[src/rtl/timekeeper_core.sv]
// Digital clock core: 1 Hz prescaler, 24-hour timekeeping with key-driven setting modes,
// alarm compare with a timed alarm output, and combinational BCD display (12/24-hour).
module timekeeper_core #(
   parameter int CLK_HZ    = 50000000,
   parameter int ALARM_SEC = 60
) (
   input  logic       CLOCK_50,
   input  logic       reset,
   input  logic       key_mode,
   input  logic       key_inc,
   input  logic       key_dec,
   input  logic       fmt12,
   input  logic       alarm_en,
   output logic [7:0] hh_bcd,
   output logic [7:0] mm_bcd,
   output logic [7:0] ss_bcd,
   output logic       pm,
   output logic [2:0] state,
   output logic       tick_1hz,
   output logic       alarm
);

   localparam int CNT_W = $clog2(CLK_HZ);
   localparam logic [CNT_W-1:0] CNT_TC = CNT_W'(CLK_HZ - 1);

   typedef enum logic [2:0] {
      RUN    = 3'd0,
      SET_H  = 3'd1,
      SET_M  = 3'd2,
      SET_S  = 3'd3,
      SET_AH = 3'd4,
      SET_AM = 3'd5
   } state_t;

   state_t           state_reg;
   logic [CNT_W-1:0] cnt_reg;
   logic [4:0]       h_reg, ah_reg;
   logic [5:0]       m_reg, s_reg, am_reg;
   logic [7:0]       rem_reg;
   logic             alarm_reg;
   logic             mode_reg, mode_prev_reg;
   logic             inc_reg, inc_prev_reg;
   logic             dec_reg, dec_prev_reg;

   function automatic logic [5:0] step60(input logic [5:0] v, input logic up);
      if (up) return (v == 6'd59) ? 6'd0 : v + 6'd1;
      return (v == 6'd0) ? 6'd59 : v - 6'd1;
   endfunction

   function automatic logic [4:0] step24(input logic [4:0] v, input logic up);
      if (up) return (v == 5'd23) ? 5'd0 : v + 5'd1;
      return (v == 5'd0) ? 5'd23 : v - 5'd1;
   endfunction

   function automatic logic [7:0] to_bcd(input logic [5:0] v);
      return {4'(v / 6'd10), 4'(v % 6'd10)};
   endfunction

   // Key events come from the registered level against its one-cycle history.
   logic ev_mode, ev_inc, ev_dec, any_ev, adj, adj_up;
   assign ev_mode = mode_reg & ~mode_prev_reg;
   assign ev_inc  = inc_reg & ~inc_prev_reg;
   assign ev_dec  = dec_reg & ~dec_prev_reg;
   assign any_ev  = ev_mode | ev_inc | ev_dec;
   assign adj     = ~ev_mode & (ev_inc ^ ev_dec);
   assign adj_up  = ev_inc;

   logic running, tick;
   assign running  = (state_reg == RUN) || (state_reg == SET_AH) || (state_reg == SET_AM);
   assign tick     = running && (cnt_reg == CNT_TC);
   assign tick_1hz = tick;

   logic [4:0] h_nt;
   logic [5:0] m_nt, s_nt;
   logic       trig;
   always_comb begin
      s_nt = (s_reg == 6'd59) ? 6'd0 : s_reg + 6'd1;
      m_nt = m_reg;
      h_nt = h_reg;
      if (s_reg == 6'd59) begin
         m_nt = (m_reg == 6'd59) ? 6'd0 : m_reg + 6'd1;
         if (m_reg == 6'd59) h_nt = (h_reg == 5'd23) ? 5'd0 : h_reg + 5'd1;
      end
      trig = tick && (state_reg == RUN) && alarm_en && (s_nt == 6'd0)
             && (h_nt == ah_reg) && (m_nt == am_reg);
   end

   always_ff @(posedge CLOCK_50) begin
      if (reset) begin
         state_reg     <= RUN;
         cnt_reg       <= '0;
         h_reg         <= 5'd0;
         m_reg         <= 6'd0;
         s_reg         <= 6'd0;
         ah_reg        <= 5'd0;
         am_reg        <= 6'd0;
         rem_reg       <= 8'd0;
         alarm_reg     <= 1'b0;
         mode_reg      <= 1'b0;
         mode_prev_reg <= 1'b0;
         inc_reg       <= 1'b0;
         inc_prev_reg  <= 1'b0;
         dec_reg       <= 1'b0;
         dec_prev_reg  <= 1'b0;
      end else begin
         mode_reg      <= key_mode;
         mode_prev_reg <= mode_reg;
         inc_reg       <= key_inc;
         inc_prev_reg  <= inc_reg;
         dec_reg       <= key_dec;
         dec_prev_reg  <= dec_reg;

         if (!running)  cnt_reg <= '0;
         else if (tick) cnt_reg <= '0;
         else           cnt_reg <= cnt_reg + CNT_W'(1);

         case (state_reg)
            RUN:     if (ev_mode) state_reg <= SET_H;
            SET_H:   if (ev_mode) state_reg <= SET_M;
            SET_M:   if (ev_mode) state_reg <= SET_S;
            SET_S:   if (ev_mode) state_reg <= SET_AH;
            SET_AH:  if (ev_mode) state_reg <= SET_AM;
            SET_AM:  if (ev_mode) state_reg <= RUN;
            default: state_reg <= RUN;
         endcase

         // Ticks only occur in running states, so they never collide with time setting.
         if (tick) begin
            h_reg <= h_nt;
            m_reg <= m_nt;
            s_reg <= s_nt;
         end else if (adj) begin
            if (state_reg == SET_H) h_reg <= step24(h_reg, adj_up);
            if (state_reg == SET_M) m_reg <= step60(m_reg, adj_up);
            if (state_reg == SET_S) s_reg <= step60(s_reg, adj_up);
         end
         if (adj && state_reg == SET_AH) ah_reg <= step24(ah_reg, adj_up);
         if (adj && state_reg == SET_AM) am_reg <= step60(am_reg, adj_up);

         if (any_ev || !alarm_en || state_reg != RUN) begin
            alarm_reg <= 1'b0;
            rem_reg   <= 8'd0;
         end else if (trig) begin
            alarm_reg <= 1'b1;
            rem_reg   <= 8'(ALARM_SEC);
         end else if (alarm_reg && tick) begin
            rem_reg <= rem_reg - 8'd1;
            if (rem_reg == 8'd1) alarm_reg <= 1'b0;
         end
      end
   end

   assign state = state_reg;
   assign alarm = alarm_reg;

   logic       show_alarm;
   logic [4:0] disp_h, hour12;
   always_comb begin
      show_alarm = (state_reg == SET_AH) || (state_reg == SET_AM);
      disp_h     = show_alarm ? ah_reg : h_reg;
      hour12     = disp_h;
      if (disp_h == 5'd0)      hour12 = 5'd12;
      else if (disp_h > 5'd12) hour12 = disp_h - 5'd12;
      pm     = fmt12 && (disp_h >= 5'd12);
      hh_bcd = to_bcd({1'b0, fmt12 ? hour12 : disp_h});
      mm_bcd = to_bcd(show_alarm ? am_reg : m_reg);
      ss_bcd = show_alarm ? 8'h00 : to_bcd(s_reg);
   end

endmodule
[config.mk]
export PLATFORM = sky130hd
export DESIGN_NAME = timekeeper_core
export DESIGN_NICKNAME = d
export VERILOG_FILES = /design/src/rtl/timekeeper_core.sv
export SDC_FILE = /design/constraint.sdc
export NUM_CORES = 1
export LEC_CHECK = 0
export ABC_AREA = 1
export CORE_MARGIN = 1.5
export CORE_UTILIZATION = 65
export CTS_BUF_LIST = sky130_fd_sc_hd__clkbuf_8
export CTS_CLUSTER_DIAMETER = 120
export DETAILED_ROUTE_END_ITERATION = 8
export DONT_BUFFER_PORTS = 1
export GPL_TIMING_DRIVEN = 0
export PLACE_DENSITY = 0.9
export SYNTH_ARGS = -nofsm -noshare
export SYNTH_HDL_FRONTEND = slang
export SYNTH_SLANG_ARGS = --single-unit
[constraint.sdc]
create_clock -name CLOCK_50 -period 3.3 [get_ports CLOCK_50]
set_input_delay 0.66 -clock CLOCK_50 [delete_from_list [all_inputs] [get_ports CLOCK_50]]
set_output_delay 0.66 -clock CLOCK_50 [all_outputs]
set_load 0.02 [all_outputs]
==> impl_metrics.py, run 1 <==
metrics = {
    "die": {
        "core_area_um2": 8300,
        "fp.dieArea_um2": 9240,
        "initial_utilization_pct": 67.9,
        "die_h_um": 96.1,
        "rows": 33,
        "ios": 37,
        "die_w_um": 96.1,
    },
    "timing": {
        "fmax_mhz": 285,
        "setup_viol": 7,
        "post-route-period-util_pct": 106,
        "timing.slew.headroom_pct": 49.6,
        "drv_slew": 0,
        "layout_setup_ws_ns": -0.204,
        "fin_crit_ns": 3.50,
        "rsz0062_at_grt": "yes",
        "hold_viol": 0,
        "tightest_slew_ns": 0.748,
        "clock_skew_ns": 0.0246,
    },
    "run_status": {
        "violations": "setup timing",
        "status": "finished, violations left",
    },
    "layout": {
        "drive_gt1_share_pct": 20.1,
        "finalNetCount": 967,
        "finalNonFillerCells": 1046,
        "num_antenna_cells": 0,
        "finalInstanceArea_um2": 6700,
        "largest_reg_flops": 26,
        "area_growth_syn_to_layout_pct": 18.9,
    },
    "cts": {
        "path_clk_slew_ns": 0.09,
        "root_buffer": "clkbuf_8",
        "clock_sinks": 72,
        "htreeDepth": 3,
        "cts-buffers-inserted": 9,
        "clockBufferDepth": 2,
        "cts_hold_buf": 0,
        "clock_latency_ns": 0.37,
        "cts_tree": "built",
    },
    "logic_synthesis": {
        "synth-seq-cells": 72,
        "yosysWarnings": 0,
        "synth.avg_cell_area_um2": 6.34,
        "yosysMostFrequentCell": "nand2_1",
        "synth_cell_types": 51,
        "yosys.area.top_type_share_pct": 25.6,
        "syn_inst": 888,
        "synthesis.area_um2": 5630,
        "yosys-top-cells-count": "nand2_1 (189), inv_1 (129), nor2_1 (90), dfxtp_1 (72), nand3_1 (61)",
        "synth_ff_type": "dfxtp_1",
        "synth_area_leader_cell": "dfxtp_1",
        "yosysSeqAreaShare_pct": 25.6,
        "synth_edf_count": 0,
        "netlist_top_cells_area": "dfxtp_1 (26%), nand2_1 (13%), inv_1 (8.6%)",
        "async_flop_share_pct": 0,
    },
    "worst_setup_path": {
        "crit_required_ns": 2.64,
        "crit_path_top_delay_cell": "dfxtp_4",
        "cpMostUsedCell": "nand2_4",
        "cpPeakStageDelay_ns": 0.40,
        "crit_type": "register to output port",
        "startpoint_type": "register",
        "critPathCaptureType": "output port",
        "path_max_fanout": 6,
        "path_delay_family": "simple AND/OR/NAND/NOR gates",
        "critPathArrivalTime_ns": 2.84,
        "worstPathCellList": "inv_4 > nand2_4 > buf_4 > buf_6 > buf_6 > o21ai_4 > ha_4 > inv_2 > o21ai_2 > inv_2 > nand2_2 > nand2_4 > nand2_4 > and2_4 > ha_4 > inv_1 > nand2_1 > nand2_2",
        "crit_buf_inv": 7,
    },
    "routing": {
        "vias_per_cell": 6.13,
        "drtIter0Drc": 677,
        "finalWirelength_um": 17200,
        "drtAntennaViolNets": 0,
        "vias": 6414,
        "avgRoutedWirePerCell_um": 16.5,
        "first_pass_iters": 6,
        "drc": 0,
    },
    "place": {
        "gp_congestion": 0.964,
        "placed_area_um2": 5780,
        "place.detailed.hpwl_um": 10100,
        "dp.cells": 996,
        "io_buffer_count": 0,
    },
    "grt": {
        "grt_pass1_wl_um": 24400,
        "antenna_found_initial": 0,
        "grt_pass1_vias": 5510,
        "grt_use_total_pct": 33.6,
        "gr-total-overflow": 0,
        "grt_max_degree": 14,
    },
    "pwr": {
        "power.density_nw_per_um2": 301,
        "leakage_nw": 3.11,
        "ir_worst_vdd_v": 0.000245,
    },
    "worst_hold_path": {
        "hold_path_class": "primary input to register",
    },
    "flow_run": {
        "drv_cap": 0,
    },
}
-- cell type report --
class,instances,area [um^2]
timing repair buffer,35,283
fill,573,1600
multi-input combinational,656,3980
buffer,20,134
inverter,142,549
tap,105,131
clock buffer,9,124
sequential,72,1450
clock inverter,7,46.3
-- kinds of logic (layout without fill, tap and decap cells) --
group	after synthesis	count (layout)	share of synthesized area, %
adder cells (fa/ha/maj)	24	24	5.33
AO/OA/AOI/OAI	157	157	16.2
flip-flops	72	72	25.6
AND/OR/NAND/NOR	438	438	36.2
buffers and inverters	163	213	11.5
other	1	4	0.0666
XOR/XNOR	33	33	5.13
-- what timing repair did --
| action | in CTS | in global routing |
|---|---|---|
| setup buffers | 22 | 15 |
| gates resized for setup | 69 | 60 |
| pin swaps | 30 | 31 |
| setup endpoints to repair | 8 | 10 |
-- path summary, 6_finish.rpt --
check	start	end	slack, ns	depth (start not counted)
hold / removal	key_dec	dec_reg	0.39	2
setup reg to reg	m_reg[0]	rem_reg[7]	0.57	15
hold reg to reg	mode_reg	mode_prev_reg	0.44	2
setup / recovery	state[1]	mm_bcd[2]	-0.20	18
-- metal layers --
metal  vias to the layer above  GRT usage, %  wire (um)
met5                         -             0          0
met4                         0          17.6       1090
met3                       116          6.08       1410
met2                       361          57.6       8200
met1                      2911          39.6       6510
li1                       3026             -          -
-- worst reg2reg max path: cells and delay by family (launching register included) --
| family | cells | cell delay, ns |
|---|---|---|
| AO/OA/AOI/OAI | 2 | 0.42 |
| adder cells (fa/ha/maj) | 1 | 0.25 |
| flip-flops | 1 | 0.49 |
| AND/OR/NAND/NOR | 12 | 1.48 |
-- where the power goes --
group | switching (W) | internal (W) | total, W
Sequential | 0.0000147 | 0.000879 | 0.000894
Combinational | 0.000298 | 0.000175 | 0.000473
Clock | 0.000377 | 0.000273 | 0.000649
-- through the flow --
step	utilization [%]	hold slack [ns]	TNS, ns	setup WS (ns)	power, W
floorplan	-	0.411	0	0.169	0.00116
global placement	69.6	0.422	-0.296	-0.115	0.00120
detailed placement	69.6	0.431	-0.455	-0.155	0.00121
CTS	76.5	0.387	-0.133	-0.0501	0.00193
global route	80.7	0.396	-1.78	-0.337	0.00208
finish	80.7	0.391	-1.07	-0.204	0.00202
-- layout by cell type, fill, tap and decap left out, types with 9 or more instances in the layout --
cell type  netlist  final
nor4_1           9      9
o21ai_1         10      9
nand2_1        189    154
nand2_4          2     24
clkbuf_8         0      9
buf_4            5     37
inv_1          129    119
dfxtp_1         72     69
inv_2           11     17
nor3_1          22     22
o21ai_0         56     53
xnor2_1          9      9
nand3_1         61     49
nand4_1         19     19
a21oi_1         44     42
xor2_1          24     24
nand2_2         16     27
nand3_2          5     12
ha_1            24     20
nor2_1          90     89
Power figures use the tool's default switching activity.
==> run 2, diff against run 1 <==
--- a/config.mk
+++ b/config.mk
@@ -13,6 +13,7 @@
 export DETAILED_ROUTE_END_ITERATION = 8
 export DONT_BUFFER_PORTS = 1
 export GPL_TIMING_DRIVEN = 0
+export MAX_ROUTING_LAYER = met4
 export PLACE_DENSITY = 0.9
 export SYNTH_ARGS = -nofsm -noshare
 export SYNTH_HDL_FRONTEND = slang
==> impl_metrics.py, run 2 (same netlist as run 1, synthesis figures left out) <==
metrics = {
    "routing": {
        "vias": 6492,
        "vias_per_cell": 6.22,
        "drc": 0,
        "first_pass_iters": 9,
        "finalWirelength_um": 17700,
        "drtAntennaViolNets": 0,
        "avgRoutedWirePerCell_um": 17.0,
        "drtIter0Drc": 801,
    },
    "timing": {
        "timing.slew.headroom_pct": 54.8,
        "hold_viol": 0,
        "tns_ns": -1.53,
        "fin_crit_ns": 3.64,
        "clock_skew_ns": 0.0102,
        "layout_setup_ws_ns": -0.341,
        "tightest_slew_ns": 0.673,
        "rsz0062_at_grt": "yes",
        "fmax_mhz": 275,
        "hold_slack_ns": 0.392,
        "drv_slew": 0,
        "post-route-period-util_pct": 110,
        "setup_viol": 7,
    },
    "place": {
        "io_buffer_count": 0,
        "place_ws_ns": -0.159,
        "place.detailed.hpwl_um": 9940,
        "gp_congestion": 0.976,
        "placed_area_um2": 5780,
    },
    "flow_run": {
        "drv_cap": 0,
    },
    "grt": {
        "gr-total-overflow": 0,
        "grt_pass1_vias": 5437,
        "grt_max_degree": 14,
        "grt_pass1_wl_um": 24400,
        "antenna_found_initial": 0,
        "grt_use_total_pct": 34.8,
    },
    "cts": {
        "cts-buffers-inserted": 9,
        "clockBufferDepth": 2,
        "root_buffer": "clkbuf_8",
        "cts_tree": "built",
        "path_clk_slew_ns": 0.08,
        "htreeDepth": 3,
        "cts_hold_buf": 0,
        "clock_latency_ns": 0.37,
        "clock_sinks": 72,
    },
    "die": {
        "initial_utilization_pct": 67.9,
        "ios": 37,
        "fp.dieArea_um2": 9240,
        "rows": 33,
        "die_h_um": 96.1,
        "die_w_um": 96.1,
        "core_area_um2": 8300,
    },
    "worst_setup_path": {
        "worstPathCellList": "inv_4 > nand2_4 > buf_4 > buf_12 > o21ai_4 > ha_4 > inv_1 > a21oi_1 > inv_1 > nand2_4 > nand2_2 > and2_4 > ha_4 > inv_1 > nand2_1 > nand2_1 > nand2_1 > nand2_2",
        "startpoint_type": "register",
        "path_max_fanout": 6,
        "crit_type": "register to output port",
        "critPathArrivalTime_ns": 2.98,
        "crit_required_ns": 2.64,
        "cpPeakStageDelay_ns": 0.40,
        "crit_path_top_delay_cell": "dfxtp_4",
        "critPathCaptureType": "output port",
        "crit_buf_inv": 6,
        "path_delay_family": "simple AND/OR/NAND/NOR gates",
    },
    "layout": {
        "finalInstanceArea_um2": 6740,
        "area_growth_syn_to_layout_pct": 19.7,
        "final_common_cell": "nand2_1",
        "layout_common_cells": "nand2_1 (153), inv_1 (122), nor2_1 (88)",
        "num_antenna_cells": 0,
        "drive_gt1_share_pct": 19.6,
        "finalNetCount": 965,
        "largest_reg_flops": 26,
    },
    "run_status": {
        "status": "finished, violations left",
        "violations": "setup timing",
    },
    "worst_hold_path": {
        "hold_path_class": "primary input to register",
    },
    "pwr": {
        "leakage_nw": 3.12,
        "ir_worst_vdd_v": 0.000194,
        "power.density_nw_per_um2": 311,
    },
}
## run 2: through the flow
stage               power [W]  util [%]  cells
floorplan             0.00116         -    891
global placement      0.00121      69.6    996
detailed placement    0.00121      69.6    996
CTS                   0.00199      76.9   1032
global route          0.00216      81.2   1043
finish                0.00210      81.2   1043
## run 2: layer usage
layer | wire [um] | up-vias | GRT usage [%]
met1 | 6610 | 2915 | 39.6
met2 | 8520 | 425 | 59.6
met4 | 1100 | 0 | 14.8
met5 | 0 | - | -
met3 | 1500 | 132 | 6.32
li1 | - | 3020 | -
## run 2: where the power goes
group / leakage, nW / total, W / internal [W] / switching [W]
clock network: 0.0921 / 0.000723 / 0.000349 / 0.000375
logic: 2.45 / 0.000480 / 0.000175 / 0.000305
registers: 0.585 / 0.000893 / 0.000879 / 0.0000141
total: 3.12 / 0.00210 / 0.00140 / 0.000694
## run 2: what timing repair did
| item | in CTS | in global routing |
|---|---|---|
| gates resized for setup | 70 | 66 |
| setup buffers | 22 | 12 |
| setup endpoints to repair | 8 | 10 |
| pin swaps | 29 | 34 |
## run 2: final cells by class
class,count,area [um^2]
plain buffers,20,134
inverters,142,547
fillers,553,1560
flip-flops and latches,72,1450
clock buffers,9,124
repair buffers,33,272
well taps,105,131
clock inverters,6,67.6
multi-input cells,656,4020
## run 2: worst paths after layout
kind              startpoint             to  slack (ns)  cells past startpoint
setup / recovery    state[1]      mm_bcd[3]       -0.34                     18
hold / removal       key_inc        inc_reg        0.39                      2
setup reg to reg    s_reg[1]     rem_reg[7]        0.60                     12
hold reg to reg     mode_reg  mode_prev_reg        0.45                      2
## run 2: worst reg2reg max path: stages, from the launching register on
cell and delay (ns):
dfxtp_1 0.57, ha_1 0.35, nand3_4 0.13, nor2_8 0.19, inv_4 0.11, o21ai_0 0.33
o21ai_0 0.13, nor2_1 0.15, nand2_1 0.08, nor2_1 0.12, nand3_2 0.17, nand2_2 0.19
nor2_1 0.07
